File: src/rtl/seq_det_pkg.sv
// Shared encodings for the 1011 serial pattern detector.
// No logic; constants only.
// No flow control; constants only.
package seq_det_pkg;

  // FSM state encoding; the value of a partial-match state is the number of
  // pattern bits matched so far.
  localparam logic [2:0] IDLE  = 3'd0;
  localparam logic [2:0] S1    = 3'd1;
  localparam logic [2:0] S10   = 3'd2;
  localparam logic [2:0] S101  = 3'd3;
  localparam logic [2:0] S1011 = 3'd4;

  // Pattern, MSB received first.
  localparam logic [3:0] PATTERN = 4'b1011;

endpackage

File: src/rtl/sat_counter.sv
// Saturating up-counter with synchronous clear.
// Latency: new value visible one cycle after inc/clr.
// No backpressure; clr overrides inc, and the count holds at all-ones.
module sat_counter #(
  parameter int W = 8
) (
  input  logic         clk,
  input  logic         reset,
  input  logic         clr,
  input  logic         inc,
  output logic [W-1:0] q
);

  // Count up on inc, stop at all-ones, clear takes priority.
  always_ff @(posedge clk or posedge reset) begin
    if (reset) begin
      q <= '0;
    end else if (clr) begin
      q <= '0;
    end else if (inc && (q != {W{1'b1}})) begin
      q <= q + W'(1);
    end
  end

endmodule

File: src/rtl/seq_detector_1011.sv
// Moore detector for the serial pattern 1011 with a saturating match counter.
// Latency: detect/count update on the edge that samples the final 1.
// No backpressure; en=0 freezes state, detect and count; clr wins over en.
module seq_detector_1011
  import seq_det_pkg::*;
#(
  parameter int OVERLAP = 1,
  parameter int CNT_W   = 8
) (
  input  logic             clk,
  input  logic             reset,
  input  logic             din,
  input  logic             en,
  input  logic             clr,
  output logic             detect,
  output logic [CNT_W-1:0] count,
  output logic [2:0]       state
);

  logic [2:0] state_q;
  logic [2:0] next_state;
  logic       hit_inc;

  // Next state from the current partial match and the incoming bit.
  always_comb begin
    next_state = IDLE;
    case (state_q)
      IDLE:  next_state = (din == PATTERN[3]) ? S1   : IDLE;
      S1:    next_state = (din == PATTERN[2]) ? S10  : S1;
      S10:   next_state = (din == PATTERN[1]) ? S101 : IDLE;
      S101:  next_state = (din == PATTERN[0]) ? S1011 : S10;
      // After a full match, a trailing 1 always restarts a new prefix; a
      // trailing 0 keeps the "10" suffix only when matches may overlap.
      S1011: begin
        if (din) begin
          next_state = S1;
        end else begin
          next_state = (OVERLAP != 0) ? S10 : IDLE;
        end
      end
      // Unreachable encodings recover to IDLE.
      default: next_state = IDLE;
    endcase
  end

  // State register: clear beats enable, disabled edges hold.
  always_ff @(posedge clk or posedge reset) begin
    if (reset) begin
      state_q <= IDLE;
    end else if (clr) begin
      state_q <= IDLE;
    end else if (en) begin
      state_q <= next_state;
    end
  end

  // A match is counted on the enabled edge that enters S1011; the counter's
  // own clr priority drops a match that coincides with a clear.
  assign hit_inc = en && (next_state == S1011);

  sat_counter #(
    .W (CNT_W)
  ) u_match_cnt (
    .clk   (clk),
    .reset (reset),
    .clr   (clr),
    .inc   (hit_inc),
    .q     (count)
  );

  assign detect = (state_q == S1011);
  assign state  = state_q;

endmodule

File: config.mk
export PLATFORM = sky130hd
export DESIGN_NAME = seq_detector_1011
export DESIGN_NICKNAME = d
export VERILOG_FILES = /design/src/rtl/seq_det_pkg.sv /design/src/rtl/sat_counter.sv /design/src/rtl/seq_detector_1011.sv
export SDC_FILE = /design/constraint.sdc
export NUM_CORES = 1
export LEC_CHECK = 0
export BUFFER_PORTS_ARGS = -buffer_cell sky130_fd_sc_hd__buf_2
export CAP_MARGIN = 20
export CELL_PAD_IN_SITES_DETAIL_PLACEMENT = 1
export CELL_PAD_IN_SITES_GLOBAL_PLACEMENT = 2
export CORE_AREA = 2 2 47 58
export DETAILED_ROUTE_END_ITERATION = 10
export DIE_AREA = 0 0 49 60
export PLACE_DENSITY_LB_ADDON = 0.05
export SYNTH_ARGS = -nofsm -noshare
export SYNTH_HDL_FRONTEND = slang
export SYNTH_HIERARCHICAL = 1
export SYNTH_SLANG_ARGS = --single-unit
File: constraint.sdc
create_clock -name clk -period 1.9 [get_ports clk]
set_input_delay 0.285 -clock clk [delete_from_list [all_inputs] [get_ports clk]]
set_output_delay 0.285 -clock clk [all_outputs]
set_load 0.01 [all_outputs]
==> impl_metrics.tcl <==
set metrics [dict create \
    setup.reg_to_reg.worst_slack_ns 0.13 \
    multi_input_area_sq_um 401.6 \
    hold_viol 0 \
    cp.buffers_inverters 0 \
    fin_skew_ns 0.001591 \
    worstSetupEndpoint "u_match_cnt/q[5]" \
    crit_chain "nor2b_2 > and4_4 > nand4_1 > a211oi_2 > mux2_4" \
    routed_wl_um 1775 \
    final_max_slew_viol_count 0 \
    status "completed" \
    fillers 311 \
    gr-total-overflow 0 \
    cts.sinks 11 \
    grt_pass1_vias 651 \
    critPathCaptureType "flop" \
    initial_core_util_pct 29.12 \
    worst_pin_slew_ns 0.3457 \
    ir_drop_v 0.0002651 \
    critical_path_class "reg -> reg" \
    wl_per_cell_um 14.31 \
    row_count 20 \
    regArea_sq_um 275.3 \
    io-pin-count 17 \
    grt_use_total_pct 13.80 \
    drive_above_1_share_pct 34.07 \
    power.density_mw_per_mm2 520.5 \
    viasPerCell 4.742 \
    cap_viol_max_count 0 \
    setup_slack_ns 0.1333 \
    final_common_cell "buf_2" \
    crit_arrival_ns 1.92 \
    htreeDepth 1 \
    place_ws_ns 0.1547 \
    p_leak_nw 0.4413 \
    yosysSeqAreaShare_pct 38.94 \
    cts_tree "yes" \
    grt_pass1_wl_um 3036 \
    cp_num_cells 5 \
    rsz0062_at_grt "no" \
    required_ns 2.06 \
    post_cts_buffers 0 \
    path_clk_slew_ns 0.07 \
    final_nets 98 \
    finalCriticalPeriod_ns 1.767 \
    synthDistinctLibCells 32 \
    clk_path_buf_depth 2 \
    grt_start_max_net_pins 14 \
    final_cell_mix "buf_2, dfrtp_1, nor2b_1, a21oi_1" \
    slowest_stage "dfrtp_1" \
    fp.dieH_um 60 \
    setup_tns_ns 0 \
    startpoint "state[2]" \
    antenna_left 0 \
    place_hpwl_um 1369 \
    syn2layout_area_growth_pct 21.24 \
    first_pass_iters 2 \
    setup_violations 0 \
    syn_avg_cell_area_sq_um 9.957 \
    insertedDiodeCount 0 \
    fin_crit_sh_pct 92.98 \
    die_w_um 49 \
    max_freq_ghz 0.5660 \
    ys_warn_count 6 \
    syn_inst 71 \
    drtIter0Drc 4 \
    gp_congestion 0.6925 \
    crit_fanout 6 \
    reg2reg_from "state[2]" \
    antenna_found_initial 0 \
    dpl.cell_count 119 \
    synth_nets 77 \
    crit_family "simple AND/OR/NAND/NOR gates" \
    drc 0 \
    start_kind "flop" \
    fin_cells 124 \
    hold_ws_ns 0.3443 \
    slew_headroom_pct 76.93 \
    cts_made_buffers 3 \
    netlist_area_sq_um 706.9 \
    cts_root_buffer "clkbuf_4" \
    cpPeakStageDelay_ns 0.42 \
    core-area_sq_mm 0.002427 \
    dieArea_sq_mm 0.002940 \
    portBuffers 16 \
    clock_latency_ns 0.27 \
    ff2ff_path_depth 5 \
    synth-seq-cells 11 \
    reg2reg_to "u_match_cnt/q[5]" \
    vias 588 \
    hp-class "in -> reg" \
]
area by class of cell:
cell class / count / area share [%]
timing repair buffer: 18 / 11.39
tap: 33 / 4.818
inverter: 4 / 1.752
clock buffer: 4 / 3.066
multi-input combinational: 54 / 46.86
sequential: 11 / 32.12
synth_stat cells, drive strengths merged:
cell type	instances	share of area [%]
mux2i	1	1.4
a21oi	7	6.0
nand3	2	1.4
mux2	4	8.5
o21ai	3	2.1
dfrtp	11	39
o211a	1	1.4
inv	4	2.1
nand2	4	2.1
a21boi	1	1.6
o21ba	1	1.4
nor2	4	2.1
and3	1	0.89
nor2b	9	8.3
o21bai	1	1.1
nand4	2	1.8
nor3b	2	2.8
nor3	1	0.71
a211oi	1	1.8
nand4b	1	1.2
nand2b	1	0.89
ha	1	1.8
and2b	3	3.2
buf	1	1.6
o311a	1	1.4
and4	2	2.8
clkbuf	1	0.53
through the flow:
step	utilization (%)	cell area, sq um	total power [mW]
finish	35.31	857.1	0.4461
global route	35.31	857.1	0.4756
CTS	35.31	857.1	0.4605
detailed placement	33.81	820.8	0.2903
global placement	33.81	820.8	0.2912
floorplan	-	706.9	0.2702
where the power goes:
part / switching, mW / total [mW] / internal, mW
Combinational: 0.0271 / 0.0466 / 0.0195
Sequential: 0.00238 / 0.239 / 0.237
Clock: 0.0790 / 0.160 / 0.0812
state kept, by name (all words and copies together), names as in the netlist:
register	flops
state	3
u_match_cnt/q	8
kinds of logic after synthesis:
family,share of synthesized area (%)
compound gates,16.81
fa+ha+maj,1.770
buf+inv,4.247
flops,38.94
mux,9.912
simple gates,28.32
per-layer routing:
metal	routed length [um]	vias to the layer above	track usage, %
li1	-	291	-
met1	739	286	15.04
met2	979	11	26.03
met3	56	0	2.750
met4	0	0	6.122
met5	0	-	0
worst min path at each step:
| stage | slack [ns] | endpoint | cells past startpoint | start |
|---|---|---|---|---|
| finish | 0.34 | state[0] | 2 | clr |
| global route | 0.38 | state[1] | 2 | clr |
| CTS | 0.35 | state[0] | 2 | clr |
| detailed placement | 0.18 | state[1] | 2 | reset |
| global placement | 0.17 | state[1] | 2 | reset |
| floorplan | 0.04 | state[0] | 1 | reset |
repair_timing:
action | CTS | global route
endpoints found under the hold margin | 11 | 0
gates resized for setup | 0 | 0
hold buffers | 1 | 0
No activity file was read; power rests on OpenSTA's default activity.
